==> config.mk <==
export PLATFORM = sky130hd
export DESIGN_NAME = leaf_out_arbiter
export DESIGN_NICKNAME = d
export VERILOG_FILES = /design/src/rtl/leaf_out_arbiter.sv
export SDC_FILE = /design/constraint.sdc
export NUM_CORES = 1
export LEC_CHECK = 0
export BUFFER_PORTS_ARGS = -buffer_cell sky130_fd_sc_hd__buf_2
export CORE_ASPECT_RATIO = 1.4
export CORE_UTILIZATION = 40
export CTS_BUF_LIST = sky130_fd_sc_hd__clkbuf_4
export CTS_CLUSTER_SIZE = 40
export DETAILED_ROUTE_END_ITERATION = 10
export MAX_ROUTING_LAYER = met4
export PLACE_DENSITY = 0.75
export SETUP_SLACK_MARGIN = 0.3
export SKIP_CTS_REPAIR_TIMING = 1
export SLEW_MARGIN = 25
export SYNTH_ARGS = -nofsm -noshare
export SYNTH_HDL_FRONTEND = slang
export SYNTH_SLANG_ARGS = --single-unit
==> constraint.sdc <==
create_clock -name clk -period 2.63 [get_ports clk]
set_clock_uncertainty 0.2 [all_clocks]
set_input_delay 0.526 -clock clk [delete_from_list [all_inputs] [get_ports clk]]
set_output_delay 0.526 -clock clk [all_outputs]
set_load 0.01 [all_outputs]
==> src/rtl/leaf_out_arbiter.sv <==
// leaf_out_arbiter
// Round-robin arbiter that merges NUM_REQ user-kernel output streams onto one
// leaf interface output port. One requester owns the port for a burst of up to
// MAX_BURST beats. Beats pass through a single registered output stage that is
// tagged with the index of the source requester.
//
// Optional feature: define LEAF_ARB_STATS_EN to add the 32-bit beat_count
// port, which counts output transfers.
//
// Handshake semantics (all streams): a beat transfers on a rising edge where
// vld and ack are both high. A producer holds vld and data stable until the
// beat transfers. An ack may depend combinationally on the consumer's ack
// (din_req_ack follows dout_ack), but no vld ever depends on an ack.

module leaf_out_arbiter #(
  parameter int NUM_REQ      = 4,
  parameter int PAYLOAD_BITS = 32,
  parameter int MAX_BURST    = 16,
  parameter int GRANT_BITS   = 2
) (
  input  logic                            clk,
  input  logic                            reset,
  input  logic [NUM_REQ*PAYLOAD_BITS-1:0] din_req_data,
  input  logic [NUM_REQ-1:0]              din_req_vld,
  output logic [NUM_REQ-1:0]              din_req_ack,
  output logic [PAYLOAD_BITS-1:0]         dout_data,
  output logic                            dout_vld,
  input  logic                            dout_ack,
  output logic [GRANT_BITS-1:0]           dout_src
`ifdef LEAF_ARB_STATS_EN
  ,
  output logic [31:0]                     beat_count
`endif
);

  localparam int                    CNT_W    = $clog2(MAX_BURST) + 1;
  localparam logic [CNT_W-1:0]      CNT_MAX  = CNT_W'(MAX_BURST);
  localparam logic [GRANT_BITS-1:0] LAST_RST = GRANT_BITS'(NUM_REQ - 1);

  typedef enum logic {
    IDLE  = 1'b0,
    BURST = 1'b1
  } state_t;

  state_t                  state;
  logic [GRANT_BITS-1:0]   grant;
  logic [GRANT_BITS-1:0]   last;
  logic [CNT_W-1:0]        cnt;
  logic [CNT_W-1:0]        cnt_nxt;

  logic [PAYLOAD_BITS-1:0] req_data [NUM_REQ];
  logic                    can_load;
  logic                    grant_vld;
  logic                    accept;
  logic                    win_found;
  logic [GRANT_BITS-1:0]   winner;
  logic [GRANT_BITS-1:0]   idx;

  // Split the flat requester data bus into one word per requester.
  for (genvar g = 0; g < NUM_REQ; g++) begin : g_unpack
    assign req_data[g] = din_req_data[g*PAYLOAD_BITS +: PAYLOAD_BITS];
  end

  // Output stage is free when empty or when its held beat leaves this cycle.
  assign can_load  = !dout_vld || dout_ack;
  assign grant_vld = din_req_vld[grant];
  assign accept    = (state == BURST) && grant_vld && can_load;
  assign cnt_nxt   = cnt + CNT_W'(1);

  // Round-robin search: first valid requester after the last one granted.
  always_comb begin
    win_found = 1'b0;
    winner    = '0;
    idx       = '0;
    for (int i = 1; i <= NUM_REQ; i++) begin
      idx = GRANT_BITS'((int'(last) + i) % NUM_REQ);
      if (!win_found && din_req_vld[idx]) begin
        win_found = 1'b1;
        winner    = idx;
      end
    end
  end

  // Only the granted requester sees ack, and only while the output can load.
  always_comb begin
    din_req_ack = '0;
    if (state == BURST) begin
      din_req_ack[grant] = can_load;
    end
  end

  // Grant state machine: pick a winner in IDLE, count beats in BURST.
  always_ff @(posedge clk or posedge reset) begin
    if (reset) begin
      state <= IDLE;
      grant <= '0;
      last  <= LAST_RST;
      cnt   <= '0;
    end else begin
      case (state)
        IDLE: begin
          if (win_found) begin
            grant <= winner;
            last  <= winner;
            cnt   <= '0;
            state <= BURST;
          end
        end
        BURST: begin
          if (!grant_vld) begin
            // Requester paused: release the grant so others can go.
            state <= IDLE;
          end else if (accept) begin
            cnt <= cnt_nxt;
            if (cnt_nxt == CNT_MAX) begin
              state <= IDLE;
            end
          end
        end
        default: state <= IDLE;
      endcase
    end
  end

  // One-entry output register; drains independently of the grant logic.
  always_ff @(posedge clk or posedge reset) begin
    if (reset) begin
      dout_vld  <= 1'b0;
      dout_data <= '0;
      dout_src  <= '0;
    end else if (accept) begin
      dout_vld  <= 1'b1;
      dout_data <= req_data[grant];
      dout_src  <= grant;
    end else if (dout_ack) begin
      dout_vld  <= 1'b0;
    end
  end

`ifdef LEAF_ARB_STATS_EN
  // Free-running count of beats handed to the leaf interface; wraps at 2^32.
  always_ff @(posedge clk or posedge reset) begin
    if (reset) begin
      beat_count <= '0;
    end else if (dout_vld && dout_ack) begin
      beat_count <= beat_count + 32'd1;
    end
  end
`endif

endmodule
==> results of run 1 <==
[power by group through the flow]
stage	combinational [uW]	clock, uW	sequential, uW
final	2260	338	1270
after global routing	2450	390	1310
after CTS	2240	359	1250
after detailed placement	2240	0	1270
after global placement	2180	0	1250
after floorplan	1570	0	1370
[final cells by class]
| class | count | area (um^2) |
|---|---|---|
| fillers | 572 | 2863 |
| clock inverters | 1 | 3.754 |
| clock buffers | 7 | 52.55 |
| inverters | 6 | 23.77 |
| diodes | 2 | 5.005 |
| well taps | 92 | 115.1 |
| flip-flops and latches | 45 | 1130 |
| multi-input cells | 126 | 1515 |
| repair buffers | 176 | 904.6 |
[critical path, stage by stage, from the launching register on]
cell	delay [ns]
dfrtp_1	0.44
buf_12	0.25
inv_1	0.10
nor3_1	0.21
buf_2	0.16
[metal layers]
layer / wire length (um) / up-vias / GRT usage, %
li1: - / 1089 / -
met1: 2525 / 1142 / 19.31
met2: 3750 / 120 / 35.30
met3: 524 / 8 / 4.317
met4: 128 / 0 / 7.843
met5: 0 / - / -
[stage by stage]
step,area (um^2),util (%),hold slack (ns),setup WS [ns]
3_3_place_gp,3654,55.25,0.2826,0.2781
6_report,3750,56.71,0.06898,0.3840
4_1_cts,3710,56.10,0.1831,0.1380
2_1_floorplan,2750,-,0.2493,0.6684
5_1_grt,3750,56.71,0.1030,0.2667
3_5_place_dp,3654,55.25,0.2833,0.2029
[cells by family after synthesis]
| family | count (synthesis) |
|---|---|
| xor+xnor | 1 |
| mux | 67 |
| buf+inv | 19 |
| fa+ha+maj | 2 |
| compound gates | 25 |
| flops | 45 |
| simple gates | 30 |
[registers in the layout, indices dropped and copies added (netlist names)]
name	cells
state	1
dout_src	2
cnt	5
last	2
grant	2
dout_data	32
dout_vld	1
[layout by cell type, fill, tap and decap left out, types with 2 or more instances in the layout]
cell / netlist / routed
dfstp_2: 2 / 2
nor2_1: 7 / 7
mux4_2: 30 / 30
nand2_1: 7 / 7
diode_2: 0 / 2
o21ai_0: 7 / 7
mux4_1: 3 / 3
buf_2: 5 / 173
mux2_2: 33 / 33
nand3_1: 4 / 4
dfrtp_1: 43 / 42
nor3_1: 2 / 2
a21o_1: 6 / 6
nand2b_1: 3 / 2
nor3b_1: 2 / 2
clkbuf_4: 0 / 7
inv_1: 6 / 5
and2_1: 3 / 3
ha_1: 2 / 2
a21oi_1: 3 / 3
[worst min path at each step]
stage	startpoint	end	slack [ns]	cells past startpoint
global route	reset	dout_vld$_DFFE_PP0P_	0.10	2
floorplan	cnt[4]$_DFFE_PP0P_	cnt[4]$_DFFE_PP0P_	0.25	1
finish	reset	dout_data[7]$_DFFE_PP0P_	0.07	2
detailed placement	cnt[4]$_DFFE_PP0P_	cnt[4]$_DFFE_PP0P_	0.28	1
CTS	reset	cnt[2]$_DFFE_PP0P_	0.18	2
global placement	dout_data[2]$_DFFE_PP0P_	dout_data[2]$_DFFE_PP0P_	0.28	1
==> impl_metrics.yaml, run 1 <==
run_status:
  status: "finished, final reports clean"
clock_network:
  clk_latency_ns: 0.36
  root_buffer: "clkbuf_4"
  clock_path_buffers: 2
  cts_tree: "built"
  clk_pin_slew_ns: 0.13
  cts.sinks: 45
  cts_buffers: 5
  h-tree-depth: 2
pwr:
  power_per_cell_area_mw_per_mm2: 1030
  seqPwrFrac_pct: 32.8
  switchingPower_uw: 1444
  netSwitchingFraction_pct: 37.39
  clockPowerShare_pct: 8.7
  p_leak_uw: 0.001829
  pwr-share-comb_pct: 58.5
  p_total_uw: 3862
  vdd_drop_max_v: 0.0005692
  p_int_uw: 2418
floorplanning:
  die_y_um: 100.1
  die_area_mm2: 0.007216
  row_count: 35
  start_util_pct: 41.59
  fp.coreArea_mm2: 0.006613
  die_x_um: 72.08
  io-pin-count: 174
global_route:
  grt_use_total_pct: 19.25
  grt_max_degree: 46
  grt_pass1_wl_mm: 10.22
  gr-total-overflow: 0
  grt_pass1_vias: 2319
  antenna_found_initial: 2
critical_path:
  setup.worst_path.end: "din_req_ack[2]"
  worstSetupStartpointType: "flip-flop"
  reg2reg_setup_slack_ns: 0.45
  path_class: "reg2out"
  cp.arrival_ns: 1.52
  required_ns: 1.90
  regToRegEndpoint: "dout_data[11]$_DFFE_PP0P_"
  crit_path_end_kind: "output pin"
  r2r_cells: 3
  worstPathMaxFanout: 36
  crit_path_start: "grant[1]$_DFFE_PP0P_"
  r2r-start: "grant[1]$_DFFE_PP0P_"
timing:
  max_freq_mhz: 445.2
  maxSlewHeadroom_pct: 48.21
  worst_slew_pin_slew_ns: 0.7760
  fin_crit_sh_pct: 85.40
  rsz0062_at_grt: "yes"
  setup-tns-final_ns: 0
  period_needed_ns: 2.246
  finalHoldViolations: 0
  report.final.slew_viol_count: 0
  final-setup-viol-count: 0
placed_design:
  place_inst: 444
  io_buffers: 173
  gp_congestion: 0.7979
  hpwl_mm: 5.168
synth:
  synth-edff-count: 0
  yosys-top-cells-area: "dfrtp_1 (39%), mux4_2 (25%), mux2_2 (14%), mux4_1 (2.9%), dfstp_2 (1.9%)"
  yosys_register_bits: 45
  synth_top_area_share_pct: 39.13
  yosysTopAreaCell: "dfrtp_1"
  synth_commonest_cells: "dfrtp_1 (43), mux2_2 (33), mux4_2 (30)"
  avgSynthCellArea_um2: 14.55
  yosysUniqueCellTypes: 35
  synthXorXnorAreaFrac_pct: 0.3185
  synth_nets: 326
  ys_seq_area_share_pct: 41.04
  synthCells: 189
  synthSimpleGateAreaFrac_pct: 5.778
  synthesis.area_mm2: 0.002750
  synthMuxAreaShare_pct: 41.31
  synth_adder_area_share_pct: 0.9099
  synth.most_common_cell: "dfrtp_1"
  async_flop_share_pct: 100.0
  ys.warnings.count: 0
  synth_top_family_by_area: "multiplexers"
  synth_compound_area_share_pct: 6.142
  synthFlopType: "dfrtp_1"
layout:
  finalNonFillerCells: 455
  drive_gt1_share_pct: 70.08
  syn_to_final_growth_pct: 36.35
  final_nets: 497
flow_run:
  maxCapViolCount: 0
drt:
  ant_nets: 0
  firstDrtPassIters: 4
  vias: 2359
  viasPerCell: 5.185
  drc_errors: 0
  drt_iter0_drc: 63
  drt_wl_total_mm: 6.929
  wl_per_cell_um: 15.23
min_path:
  min_path_type: "in2async"
(Power assumes the default switching activity.)
==> run 2: changes to the inputs <==
--- a/config.mk
+++ b/config.mk
@@ -5,7 +5,7 @@
 export SDC_FILE = /design/constraint.sdc
 export NUM_CORES = 1
 export LEC_CHECK = 0
-export BUFFER_PORTS_ARGS = -buffer_cell sky130_fd_sc_hd__buf_2
+export BUFFER_PORTS_ARGS = -buffer_cell sky130_fd_sc_hd__buf_4
 export CORE_ASPECT_RATIO = 1.4
 export CORE_UTILIZATION = 40
 export CTS_BUF_LIST = sky130_fd_sc_hd__clkbuf_4
==> run 2 against run 1 <==
- sequential power hardly changed
- sequential share of layout area down 3.5 points
- register-to-register slack hardly changed
- critical path depth unchanged
- setup slack better by 0.049 ns
- clock power up 53%
- global-route usage up 0.25 points
- cell area up 13%
- maximum frequency up 2.2%
- largest cell class unchanged
==> impl_metrics.yaml, run 2 (synthesis gave the netlist of run 1 again) <==
critical_path:
  critPathBufInv: 3
  required_ns: 1.90
  worstPathMaxFanout: 18
  crit_path_end_kind: "output pin"
  slowest_stage: "dfrtp_2"
  cpPeakStageDelay_ns: 0.47
  path_class: "reg2out"
  worstSetupStartpointType: "flip-flop"
  cpLargestDelayFamily: "flip-flops"
  cp.arrival_ns: 1.47
  path_cells: "buf_12 -> inv_1 -> nor3_1 -> buf_4"
drt:
  top_layer: "met4"
  drt_iter0_drc: 82
  wl_met3_um: 531
  vias: 2374
  drc_errors: 0
  dr_wl_met2_mm: 4.109
  wl_met1_mm: 2.749
  drt_wl_total_mm: 7.477
  ant_nets: 0
  firstDrtPassIters: 4
  wl_per_cell_um: 16.43
  viasPerCell: 5.218
layout:
  n_antenna_cell: 0
  syn_to_final_growth_pct: 54.55
  largest_reg_flops: 32
  fin_util_pct: 64.28
  drive_gt1_share_pct: 71.07
  final_cell_mix: "buf_4 (176), dfrtp_1 (40), mux2_2 (33), mux4_2 (30)"
  reg_top3: "dout_data x32, cnt x5"
  finish.instance_area_mm2: 0.004250
  layout_commonest_cell: "buf_4"
  final_nets: 499
  regMostFlops: "dout_data"
flow_run:
  maxCapViolCount: 0
pwr:
  p_leak_uw: 0.002004
  vdd_drop_max_v: 0.0005928
  power_per_cell_area_mw_per_mm2: 1023
timing:
  finalHoldViolations: 0
  period_needed_ns: 2.197
  rsz0062_at_grt: "no"
  max_freq_mhz: 455.2
  maxSlewHeadroom_pct: 47.31
  final-setup-viol-count: 0
  report.final.slew_viol_count: 0
  fin_crit_sh_pct: 83.53
  worst_slew_pin_slew_ns: 0.7894
  setup-tns-final_ns: 0
clock_network:
  root_buffer: "clkbuf_4"
  clock_path_buffers: 2
  clk_pin_slew_ns: 0.14
  cts_tree: "built"
  cts_buffers: 5
  clk_latency_ns: 0.35
  cts.sinks: 45
  h-tree-depth: 2
global_route:
  grt_pass1_vias: 2335
  grt_max_degree: 46
  gr-total-overflow: 0
  antenna_found_initial: 0
  grt_pass1_wl_mm: 10.50
  grt_use_total_pct: 19.50
floorplanning:
  die_x_um: 72.08
  die_area_mm2: 0.007216
  io-pin-count: 174
  start_util_pct: 41.59
  die_y_um: 100.1
  fp.coreArea_mm2: 0.006613
  row_count: 35
placed_design:
  dpl-instance-area_mm2: 0.004094
  hpwl_mm: 5.487
  io_buffers: 173
  gp_congestion: 0.8375
run_status:
  status: "finished, final reports clean"
min_path:
  min_path_type: "in2async"
run 2: changes by cell type in the layout (fill, tap and decap cells not counted):
cell	previous run	this run
clkinv_2	1	2
nand2b_4	1	0
buf_6	1	0
dfrtp_1	42	40
clkinv_1	1	0
clkbuf_4	7	5
diode_2	2	0
buf_4	1	176
dfrtp_2	1	3
nand2b_2	0	1
buf_2	173	0
clkbuf_16	0	1
bufinv_16	0	2
run 2: worst paths after layout:
kind / start / endpoint / slack (ns) / depth (start not counted)
max in group asynchronous: reset / grant[0]$_DFFE_PP0P_ / 1.64 / 2
worst min-delay path: reset / dout_data[6]$_DFFE_PP0P_ / 0.08 / 2
worst max register to register: grant[1]$_DFFE_PP0P_ / dout_data[14]$_DFFE_PP0P_ / 0.46 / 3
worst min register to register: cnt[4]$_DFFE_PP0P_ / cnt[4]$_DFFE_PP0P_ / 0.30 / 1
min in group clk: cnt[4]$_DFFE_PP0P_ / cnt[4]$_DFFE_PP0P_ / 0.30 / 1
worst max-delay path: grant[1]$_DFFE_PP0P_ / din_req_ack[2] / 0.43 / 4
run 2: final cells by class:
| cell class | instances | area, um^2 |
|---|---|---|
| repair buffers | 178 | 1366 |
| fillers | 520 | 2362 |
| inverters | 6 | 23.77 |
| well taps | 92 | 115.1 |
| multi-input cells | 126 | 1510 |
| clock buffers | 5 | 37.54 |
| flip-flops and latches | 45 | 1132 |
| clock inverters | 3 | 65.06 |
run 2: power breakdown:
part	internal, uW	switching (uW)	leakage (uW)
logic	1490	1060	0.00142
registers	1050	229	0.000532
clock network	294	223	0.0000552
run 2: per-layer routing:
layer,vias to the layer above,track usage [%]
met3,6,4.016
met5,-,-
li1,1089,-
met2,112,35.51
met1,1167,21.07
met4,0,5.581
run 2: metrics by stage:
step	worst slack [ns]	total power, uW	std cells	hold WS [ns]
2_1_floorplan	0.6684	2940	189	0.2493
3_3_place_gp	0.2930	3703	445	0.2692
3_5_place_dp	0.2689	3771	445	0.2718
4_1_cts	0.1453	4292	453	0.2006
5_1_grt	0.3204	4635	455	0.1122
6_report	0.4332	4347	455	0.07584
run 2: worst reg2reg max path, stage by stage (launching register included):
cell and delay [ns]:
dfrtp_2 0.47, mux4_2 0.60, nand3_2 0.40, mux2_2 0.39
